$ cat src/rtl/link_pkg.sv
// Shared constants and types for the board-to-board link.
package link_pkg;

  localparam int unsigned LINK_DATA_W = 9;
  localparam int unsigned REQ_BIT     = 10;
  localparam int unsigned ACK_BIT     = 9;
  localparam int unsigned PAYLOAD_MSB = 8;

  typedef enum logic [1:0] {
    IDLE,
    SETUP,
    WAIT_ACK
  } tx_state_t;

endpackage

$ cat src/rtl/sync2.sv
// Two-flop synchroniser for asynchronous partner-board inputs.
module sync2 #(
  parameter int unsigned Width = 1
) (
  input  logic             clk_i,
  input  logic             rst_ni,
  input  logic [Width-1:0] d_i,
  output logic [Width-1:0] q_o
);

  logic [Width-1:0] meta_q;
  logic [Width-1:0] sync_q;

  always_ff @(posedge clk_i or negedge rst_ni) begin
    if (!rst_ni) begin
      meta_q <= '0;
      sync_q <= '0;
    end else begin
      meta_q <= d_i;
      sync_q <= meta_q;
    end
  end

  assign q_o = sync_q;

endmodule

$ cat src/rtl/board_link.sv
// Board-to-board link: 9-bit words each way over a two-phase req/ack toggle handshake,
// with input synchronisation and a link-health indicator.
module board_link
  import link_pkg::*;
#(
  parameter int unsigned DATA_W         = LINK_DATA_W,
  parameter int unsigned SETUP_CYCLES   = 2,
  parameter int unsigned TIMEOUT_CYCLES = 750_000
) (
  input  logic              clk,
  input  logic              rst_n,
  input  logic [DATA_W+1:0] check_in,
  output logic [DATA_W+1:0] check_out,
  input  logic [DATA_W-1:0] tx_data,
  input  logic              tx_valid,
  output logic              tx_ready,
  output logic [DATA_W-1:0] rx_data,
  output logic              rx_valid,
  output logic              link_up
);

  localparam int unsigned BusW   = DATA_W + 2;
  localparam int unsigned ReqBit = DATA_W + 1;
  localparam int unsigned AckBit = DATA_W;
  localparam int unsigned SetupW = $clog2(SETUP_CYCLES + 1);
  localparam int unsigned TimerW = $clog2(TIMEOUT_CYCLES + 1);

  logic [BusW-1:0] in_sync;

  sync2 #(
    .Width(BusW)
  ) u_sync (
    .clk_i (clk),
    .rst_ni(rst_n),
    .d_i   (check_in),
    .q_o   (in_sync)
  );

  tx_state_t         state_q, state_d;
  logic [DATA_W-1:0] payload_q, payload_d;
  logic              req_q, req_d;
  logic              ack_q, ack_d;
  logic              req_seen_q, req_seen_d;
  logic [SetupW-1:0] setup_cnt_q, setup_cnt_d;
  logic [TimerW-1:0] timer_q, timer_d;
  logic              link_up_q, link_up_d;
  logic              tx_ready_q, tx_ready_d;
  logic [DATA_W-1:0] rx_data_q, rx_data_d;
  logic              rx_valid_q, rx_valid_d;
  logic              rx_detect;

  assign rx_detect = in_sync[ReqBit] != req_seen_q;

  always_comb begin
    state_d     = state_q;
    payload_d   = payload_q;
    req_d       = req_q;
    ack_d       = ack_q;
    req_seen_d  = req_seen_q;
    setup_cnt_d = setup_cnt_q;
    timer_d     = timer_q;
    link_up_d   = link_up_q;
    rx_data_d   = rx_data_q;
    rx_valid_d  = 1'b0;

    unique case (state_q)
      IDLE: begin
        timer_d = '0;
        if (tx_valid && tx_ready_q) begin
          payload_d   = tx_data;
          setup_cnt_d = '0;
          state_d     = SETUP;
        end
      end
      SETUP: begin
        if (setup_cnt_q == SetupW'(SETUP_CYCLES)) begin
          req_d   = ~req_q;
          timer_d = '0;
          state_d = WAIT_ACK;
        end else begin
          setup_cnt_d = setup_cnt_q + 1'b1;
        end
      end
      WAIT_ACK: begin
        if (in_sync[AckBit] == req_q) begin
          state_d   = IDLE;
          link_up_d = 1'b1;
          timer_d   = '0;
        end else if (timer_q != TimerW'(TIMEOUT_CYCLES)) begin
          timer_d = timer_q + 1'b1;
          // Drop only on the cycle the limit is reached so later RX activity can restore it.
          if (timer_q == TimerW'(TIMEOUT_CYCLES - 1)) begin
            link_up_d = 1'b0;
          end
        end
      end
      default: state_d = IDLE;
    endcase

    if (rx_detect) begin
      rx_data_d  = in_sync[DATA_W-1:0];
      rx_valid_d = 1'b1;
      req_seen_d = ~req_seen_q;
      ack_d      = ~ack_q;
      link_up_d  = 1'b1;
    end

    tx_ready_d = (state_d == IDLE);
  end

  always_ff @(posedge clk or negedge rst_n) begin
    if (!rst_n) begin
      state_q     <= IDLE;
      payload_q   <= '0;
      req_q       <= 1'b0;
      ack_q       <= 1'b0;
      req_seen_q  <= 1'b0;
      setup_cnt_q <= '0;
      timer_q     <= '0;
      link_up_q   <= 1'b0;
      tx_ready_q  <= 1'b0;
      rx_data_q   <= '0;
      rx_valid_q  <= 1'b0;
    end else begin
      state_q     <= state_d;
      payload_q   <= payload_d;
      req_q       <= req_d;
      ack_q       <= ack_d;
      req_seen_q  <= req_seen_d;
      setup_cnt_q <= setup_cnt_d;
      timer_q     <= timer_d;
      link_up_q   <= link_up_d;
      tx_ready_q  <= tx_ready_d;
      rx_data_q   <= rx_data_d;
      rx_valid_q  <= rx_valid_d;
    end
  end

  assign check_out = {req_q, ack_q, payload_q};
  assign tx_ready  = tx_ready_q;
  assign rx_data   = rx_data_q;
  assign rx_valid  = rx_valid_q;
  assign link_up   = link_up_q;

endmodule

$ cat config.mk
export PLATFORM = sky130hd
export DESIGN_NAME = board_link
export DESIGN_NICKNAME = d
export VERILOG_FILES = /design/src/rtl/link_pkg.sv /design/src/rtl/sync2.sv /design/src/rtl/board_link.sv
export SDC_FILE = /design/constraint.sdc
export NUM_CORES = 1
export LEC_CHECK = 0
export ABC_AREA = 1
export ABC_CLOCK_PERIOD_IN_PS = 1410
export BUFFER_PORTS_ARGS = -buffer_cell sky130_fd_sc_hd__buf_4
export CELL_PAD_IN_SITES_DETAIL_PLACEMENT = 0
export CELL_PAD_IN_SITES_GLOBAL_PLACEMENT = 1
export CORE_UTILIZATION = 39
export CTS_CLUSTER_SIZE = 12
export DETAILED_ROUTE_END_ITERATION = 8
export MAX_ROUTING_LAYER = met4
export PLACE_DENSITY_LB_ADDON = 0.1
export SLEW_MARGIN = 20
export SYNTH_ARGS = -nofsm -noshare
export SYNTH_HDL_FRONTEND = slang
export SYNTH_SLANG_ARGS = --single-unit
$ cat constraint.sdc
create_clock -name clk -period 1.41 [get_ports clk]
set_input_delay 0 -clock clk [delete_from_list [all_inputs] [get_ports clk]]
set_output_delay 0 -clock clk [all_outputs]
set_load 0.02 [all_outputs]
**Yosys cells after proc, flatten, opt, wreduce, memory -nomap -nowiden**

Cells that the tools add are included.

- Logic and storage cells: 59
- Register bits after elaboration: 70
- Output and inout bits: 23

- Mux-type cells: 17
- Equal/unequal tests: 11
- Bitwise logic cells: 3
- Reductions and logical operators: 13
- Add/sub/neg operators: 2

Operators with widths:

| operator | count |
|---|---|
| 2-to-1 mux 20 bit | 3 |
| case mux 20 bit (3 select lines) | 1 |
| adder 20 x 1 -> 20 bit, second input constant | 1 |
| == test 20 bit, second input constant | 1 |
| != test 20 bit, second input constant | 1 |
| 2-to-1 mux 2 bit | 5 |
| AND reduction 3 bit | 3 |
| nonzero test 3 bit | 3 |
| 2-to-1 mux 1 bit | 6 |
| != test 2 bit, second input constant | 3 |
| case mux 2 bit (3 select lines) | 1 |
| == test 2 bit, second input constant | 2 |
| zero test 2 bit | 2 |
| case mux 2 bit (2 select lines) | 1 |
| AND reduction 2 bit | 2 |
| nonzero test 2 bit | 2 |
| != test 3 bit, second input constant | 1 |
| inverter 1 bit | 3 |
| adder 2 x 1 -> 2 bit, second input constant | 1 |
| == test 2 x 1 -> 1 bit, second input constant | 1 |
| == test 1 bit | 1 |
| logical AND 1 bit | 1 |
| != test 1 bit | 1 |

**Longest topological paths before layout**

Gate-level depths: netlist (run 1).

- Depth in word-level cells: 6
- Gate-level depth with buffers: 11

**By module**

Synthesis (run 1) repeated with hierarchy kept, for this count alone.

- Cells, all modules: 319
- Area, all modules: 3109.2 um^2

By module, submodules not included:

| module | seq. area each (um^2) | times used | cells an instance | area each (um^2) |
|---|---|---|---|---|
| board_link | 1201.2 | 1 | 297 | 2558.7 |
| sync2 | 550.5 | 1 | 22 | 550.5 |

**Worst setup path before layout (run 1)**

No wires, ideal clock.

- Path type: register to register
- Start point: register timer_q[0]
- End point: register timer_q[14]
- Data required time: 1292 ps
- Data arrival time: 1224 ps
- Stages on the path, launching flop included: 9
- Buffers on the path: 0
- Setup slack: 68 ps
- Setup time: 118 ps
- Path through: dfrtp_1 > ha_1 > nand3_1 > inv_1 > nand2_1 > nor2_1 > nand3_1 > nand2_1 > o21ai_2

- Word-level cells in the longest chain between the ends: 4
- Elaborated cells on any way between the ends: 7
- Those cells by class: add/sub (1); eq/ne (2); mux (3); reduce/logical (1)

Ends and longest elaborated chain:

| element | RTL line | RTL |
|---|---|---|
| start: declaration | board_link.sv:45 | `logic [TimerW-1:0] timer_q, timer_d;` |
| start signal: assignment | board_link.sv:131 | `timer_q <= timer_d;` |
| adder 20 x 1 -> 20 bit | board_link.sv:90 | `timer_d = timer_q + 1'b1;` |
| 2-to-1 mux 20 bit | board_link.sv:89 | `end else if (timer_q != TimerW'(TIMEOUT_CYCLES)) begin` |
| 2-to-1 mux 20 bit | board_link.sv:85 | `if (in_sync[AckBit] == req_q) begin` |
| case mux 20 bit (3 select lines) | board_link.sv:66 | `unique case (state_q)` |

Parallel ways exist; a longest one is shown, timed or not. The select of a mux whose other input is x is not followed.
A chain may end at the register's enable or synchronous reset.

**Worst setup path in the final report (run 1)**

- Start point: register timer_q[0]
- End point: register timer_q[4]

Same word-level chain as after synthesis.

==> results.py, run 1 <==
metrics = {
    "run_status": {
        "status": "finished, violations left",
        "violations": "setup timing",
    },
    "layout": {
        "final_common_cell": "buf_4",
        "nets": 451,
        "regArea_mm2": 0.001753,
        "drive_gt1_share_pct": 36.74,
        "layout_common_cells": "buf_4, nand2_1, dfrtp_1",
        "fill_cells": 677,
        "multi_input_area_mm2": 0.001224,
        "fin_area_mm2": 0.004344,
        "diodes": 0,
        "syn2layout_area_growth_pct": 40.91,
    },
    "die": {
        "rows": 32,
        "io-pin-count": 46,
        "dieHeight_um": 90.91,
        "initial_core_util_pct": 40.10,
        "fp.dieArea_mm2": 0.008265,
        "dieWidth_um": 90.91,
        "core_mm2": 0.007687,
    },
    "clock_network": {
        "htree_levels": 3,
        "cts_max_path_buffers": 2,
        "clk_pin_slew_ns": 0.08,
        "clk_latency_ns": 0.34,
        "cts-buffers-inserted": 9,
        "cts_sinks": 70,
        "cts_tree": "yes",
        "root_buffer": "clkbuf_8",
    },
    "global_route": {
        "track_usage_pct": 18.76,
        "grt_pass1_wl_um": 11570,
        "grt_remaining_overflow": 0,
        "antenna_found_initial": 0,
        "grt_max_degree": 28,
        "grt_pass1_vias": 2411,
    },
    "logic_synthesis": {
        "syn_area_mm2": 0.003083,
        "yosys-top-cells-area": "dfrtp_1, nand2_1, mux2_2",
        "synth_top_area_cell": "dfrtp_1",
        "synth_seq_cells": 70,
        "yosysSeqAreaShare_pct": 56.82,
        "postSynthAreaPerCell_um2": 9.756,
        "syn_nets": 342,
        "synth.yosys.warnings": 0,
        "ys_types": 28,
        "synthCells": 316,
        "synth_top_area_share_pct": 56.82,
    },
    "placed_design": {
        "dpl_cell_area_mm2": 0.003806,
        "io_buffers": 45,
        "place_congestion": 0.8183,
        "place_hpwl_um": 4839,
        "dpl_worst_slack_ns": -0.07496,
    },
    "sta": {
        "relSlewSlack_pct": 82.34,
        "worst_slew_pin_slew_ns": 0.2639,
        "slew_viol_final": 0,
        "period_share_pct": 104.9,
        "finalSetupViolations": 20,
        "fin_crit_ns": 1.479,
        "max_freq_mhz": 676.3,
        "fin_tns_setup_ns": -0.7087,
        "rsz0062_at_grt": "yes",
        "setup_ws_ns": -0.06856,
        "skew_ns": 0.009260,
        "hold_viol_final": 0,
    },
    "setup_path": {
        "crit_fanout": 8,
        "worstPathArrival_ns": 1.74,
        "crit_required_ns": 1.67,
        "crit_path_cell_trace": "inv_2 -> ha_4 -> nand2_1 -> nor2_1 -> nand2_1 -> nor2_1 -> nand2_1 -> nand2_4 -> clkbuf_16 -> nand2_1 -> o21ai_0",
        "cpMostUsedCell": "nand2_1",
        "endpoint_kind": "flop",
        "crit_path_start_kind": "flop",
        "slowest_stage": "dfrtp_1",
        "cpPeakStageDelay_ns": 0.41,
        "criticalPathCategory": "reg -> reg",
    },
    "detailed_routing": {
        "wl_per_cell_um": 12.75,
        "drtIter0Drc": 94,
        "firstDrtPassIters": 4,
        "viasPerCell": 4.521,
        "finalWirelength_um": 6784,
        "vias": 2405,
        "drc_errors": 0,
        "antenna_left": 0,
    },
    "power": {
        "peakVddDrop_mv": 0.9886,
        "p_per_area_mw_per_mm2": 1426,
        "p_leak_uw": 0.002040,
    },
    "flow_run": {
        "maxCapViolations": 0,
    },
    "hold_path": {
        "hp-class": "in -> async",
    },
}
## worst paths after layout
path	from	end	slack (ns)	cells past startpoint
max	timer_q[0]	timer_q[4]	-0.07	11
min	rst_n	u_sync.q_o[2]	0.07	2
max reg2reg	timer_q[0]	timer_q[4]	-0.07	11
min reg2reg	u_sync.meta_q[6]	u_sync.q_o[6]	0.35	0
max in group asynchronous	rst_n	timer_q[4]	0.81	3
min in group clk	tx_valid	state_q[0]	0.10	6
## worst max-delay path: cells and delay by family, from the launching register on
kind | cells | cell delay, ns
adders and majority gates | 1 | 0.13
buffers and inverters | 2 | 0.26
DFF | 1 | 0.41
and+or+nand+nor | 7 | 0.53
AOI/OAI and AO/OA | 1 | 0.06
## stage by stage
| step | hold slack, ns | utilization [%] | instances | power, uW |
|---|---|---|---|---|
| 6_report | 0.06848 | 56.51 | 532 | 6195 |
| 5_1_grt | 0.08555 | 56.51 | 532 | 6539 |
| 4_1_cts | 0.06536 | 55.47 | 531 | 6118 |
| 3_5_place_dp | -0.1120 | 49.51 | 493 | 4223 |
| 3_3_place_gp | -0.1184 | 49.51 | 493 | 4203 |
| 2_1_floorplan | -0.2956 | - | 316 | 3451 |
## power by group
group          switching (uW)  total [uW]  internal, uW
Combinational             956        1910           952
Clock                     801        1810          1010
Sequential                163        2480          2310
## cells by family (layout without fill, tap and decap cells)
| family | after synthesis | after routing | share of synthesized area, % |
|---|---|---|---|
| mux | 19 | 19 | 6.940 |
| fa+ha+maj | 3 | 3 | 1.218 |
| simple gates | 149 | 149 | 20.62 |
| flops | 70 | 70 | 56.82 |
| xor+xnor | 10 | 10 | 2.841 |
| buf+inv | 38 | 152 | 5.600 |
| compound gates | 27 | 27 | 5.965 |
## state kept, by name, summed over array words and instances, names as in the netlist
register,cells
tx_ready,1
state_q,2
timer_q,20
link_up,1
rx_valid,1
setup_cnt_q,2
ack_q,1
u_sync.meta_q,11
rx_data,9
payload_q,9
u_sync.q_o,11
req_seen_q,1
req_q,1
## synthesized netlist by cell type
master	number
xnor2_1	1
nand2_4	1
o21ai_0	11
dfrtp_1	70
o21bai_1	3
mux2_1	1
nand2_2	1
nor3_1	2
buf_6	1
ha_1	3
xor2_1	9
nand4_1	6
a21oi_1	1
buf_4	5
nor2_1	33
nand3_2	1
o21ai_1	1
inv_1	27
nand3b_1	1
o21ai_2	11
nor2_2	3
nand3_1	13
buf_2	3
nand2_1	86
clkbuf_1	1
inv_2	1
nor2_4	2
mux2_2	18
## cell type report
cell class | instances | area share (%)
clock buffers | 10 | 2.938
clock inverters | 6 | 2.160
inverters | 28 | 2.419
multi-input cells | 208 | 28.17
flip-flops and latches | 70 | 40.35
well taps | 102 | 2.938
repair buffers | 108 | 21.03
## layer usage
| layer | share of wire, % | track usage, % |
|---|---|---|
| met4 | 1.6 | 6.746 |
| met3 | 4.5 | 3.535 |
| met5 | 0 | - |
| met1 | 48 | 24.66 |
| met2 | 46 | 29.10 |
## what timing repair did
| item | CTS | global route |
|---|---|---|
| buffers inserted | 1 | 0 |
| cloned | 0 | 1 |
| hold buffers | 21 | 0 |
| pin swaps | 0 | 2 |
| endpoints found under the hold margin | 90 | 0 |
| setup endpoints to repair | 20 | 20 |
| resized for setup | 7 | 19 |
Note: power is estimated with default switching activity, not from simulation.
==> inputs of run 2 (changes only) <==
--- a/config.mk
+++ b/config.mk
@@ -15,6 +15,7 @@
 export DETAILED_ROUTE_END_ITERATION = 8
 export MAX_ROUTING_LAYER = met4
 export PLACE_DENSITY_LB_ADDON = 0.1
+export SETUP_SLACK_MARGIN = 0.1
 export SLEW_MARGIN = 20
 export SYNTH_ARGS = -nofsm -noshare
 export SYNTH_HDL_FRONTEND = slang
==> constraint.sdc (replaced) <==
create_clock -name clk -period 1.41 [get_ports clk]
set_input_delay 0 -clock clk [delete_from_list [all_inputs] [get_ports clk]]
set_output_delay 0 -clock clk [all_outputs]
set_load 0.05 [all_outputs]
==> run 2 against run 1 <==
- the run still ends with setup timing left
- global-route usage up 0.99 points
- total power rose by 4.1%
- hold slack improved by 0.036 ns
- non-clock buffer count is 12 higher
- via count is 4.0% higher
- sequential power hardly changed
==> results.py, run 2 (synthesis results as in run 1) <==
metrics = {
    "setup_path": {
        "worstSetupEndpoint": "timer_q[8]",
        "crit_fanout": 8,
        "crit_buf_inv": 2,
        "reg2reg_slack_ns": -0.04,
        "cp_num_cells": 11,
        "rr_worst_depth": 11,
        "rr_endpoint": "timer_q[8]",
        "slowest_stage": "dfrtp_1",
        "critical_path.top_delay_family": "simple AND/OR/NAND/NOR gates",
        "criticalPathCategory": "reg -> reg",
        "crit_required_ns": 1.70,
        "reg2reg_from": "timer_q[0]",
        "cpMostUsedCell": "nand2_1",
        "crit_path_cell_trace": "inv_2 -> ha_4 -> nand2_2 -> nor2_1 -> nand2_1 -> nor2_1 -> nand2_1 -> nand2_2 -> buf_6 -> nand2_1 -> o21ai_2",
        "worstPathArrival_ns": 1.74,
        "cpPeakStageDelay_ns": 0.42,
        "crit_path_start_kind": "flop",
        "endpoint_kind": "flop",
        "startpoint": "timer_q[0]",
    },
    "layout": {
        "regMostFlops": "timer_q",
        "fin_cells": 544,
        "final_common_cell": "buf_4",
        "syn2layout_area_growth_pct": 46.39,
        "layout_common_cells": "buf_4, dfrtp_1, nand2_1",
        "drive_gt1_share_pct": 43.67,
        "largest_register_ff_count": 20,
        "nets": 463,
        "diodes": 0,
    },
    "clock_network": {
        "htree_levels": 3,
        "clk_latency_ns": 0.35,
        "cts_tree": "yes",
        "cts-buffers-inserted": 9,
        "cts_max_path_buffers": 2,
        "cts_sinks": 70,
        "root_buffer": "clkbuf_8",
        "clk_pin_slew_ns": 0.08,
    },
    "detailed_routing": {
        "viasPerCell": 4.597,
        "vias": 2501,
        "wl_per_cell_um": 12.94,
        "firstDrtPassIters": 4,
        "drc_errors": 0,
        "drtIter0Drc": 78,
        "antenna_left": 0,
        "finalWirelength_um": 7040,
    },
    "die": {
        "core_mm2": 0.007687,
        "dieHeight_um": 90.91,
        "fp.dieArea_mm2": 0.008265,
        "dieWidth_um": 90.91,
        "io-pin-count": 46,
        "rows": 32,
        "initial_core_util_pct": 40.10,
    },
    "hold_path": {
        "hp-class": "in -> async",
    },
    "global_route": {
        "grt_remaining_overflow": 0,
        "antenna_found_initial": 0,
        "grt_pass1_vias": 2562,
        "grt_pass1_wl_um": 12130,
        "track_usage_pct": 19.75,
        "grt_max_degree": 30,
    },
    "placed_design": {
        "place_congestion": 0.8712,
        "place_hpwl_um": 5059,
        "placed_cells": 500,
        "dpl_worst_slack_ns": -0.07874,
        "io_buffers": 45,
    },
    "power": {
        "p_per_area_mw_per_mm2": 1429,
        "p_leak_uw": 0.002115,
        "peakVddDrop_mv": 1.185,
    },
    "sta": {
        "slew_viol_final": 0,
        "relSlewSlack_pct": 75.23,
        "hold_viol_final": 0,
        "finalSetupViolations": 19,
        "rsz0062_at_grt": "yes",
        "skew_ns": 0.009956,
        "max_freq_mhz": 689.7,
        "setup_ws_ns": -0.03992,
        "fin_crit_ns": 1.450,
        "period_share_pct": 102.8,
        "hold_ws_ns": 0.1049,
        "worst_slew_pin_slew_ns": 0.3716,
    },
    "run_status": {
        "status": "finished, violations left",
        "violations": "setup timing",
    },
    "flow_run": {
        "maxCapViolations": 0,
    },
}
## run 2: changes by cell type in the layout (fill, tap and decap cells not counted), sizes merged
| cell | change |
|---|---|
| buf | +13 |
| clkinv | -1 |
| clkbuf | -1 |
| bufinv | -2 |
| inv | +1 |
| clkinvlp | +2 |
## run 2: cell type report
cell class | instances | area [um2]
clock buffers | 10 | 127.6
fillers | 701 | 3174
inverters | 28 | 105.1
well taps | 102 | 127.6
clock inverters | 6 | 45.04
repair buffers | 120 | 1017
multi-input cells | 208 | 1336
flip-flops and latches | 70 | 1754
## run 2: repair_timing
action | in CTS | in global routing
pin swaps | 12 | 4
endpoints found under the setup margin | 27 | 27
resized for setup | 40 | 21
buffers inserted | 5 | 2
endpoints found under the hold margin | 90 | 0
hold buffers | 21 | 0
## run 2: per-layer routing
layer	GRT usage, %	vias to the layer above	part of all wire, %
li1	-	1246	-
met1	23.95	1200	45
met2	31.94	47	50
met3	5.556	8	3.3
met4	6.349	0	1.4
met5	-	-	0
## run 2: worst min path at each step
stage | depth (start not counted) | from | end
finish | 2 | rst_n | u_sync.q_o[3]
global route | 2 | rst_n | u_sync.q_o[3]
CTS | 2 | rst_n | rx_data[0]
detailed placement | 1 | rst_n | rx_data[3]
global placement | 1 | rst_n | rx_data[2]
floorplan | 0 | rst_n | ack_q
## run 2: where the power goes
group / internal [uW] / leakage, uW / switching [uW] / total (uW)
combinational: 987 / 0.00117 / 1510 / 2500
sequential: 2320 / 0.000863 / 184 / 2510
clock: 647 / 0.0000793 / 801 / 1450
## run 2: metrics by stage
step | cell area, um2 | TNS (ns) | util (%) | power (uW)
after floorplan | 3099 | 0 | - | 3972
after global placement | 3875 | -0.8690 | 50.41 | 4707
after detailed placement | 3875 | -0.7399 | 50.41 | 4744
after CTS | 4436 | -0.03779 | 57.70 | 6454
after global routing | 4513 | -2.885 | 58.71 | 6813
final | 4513 | -0.4332 | 58.71 | 6449
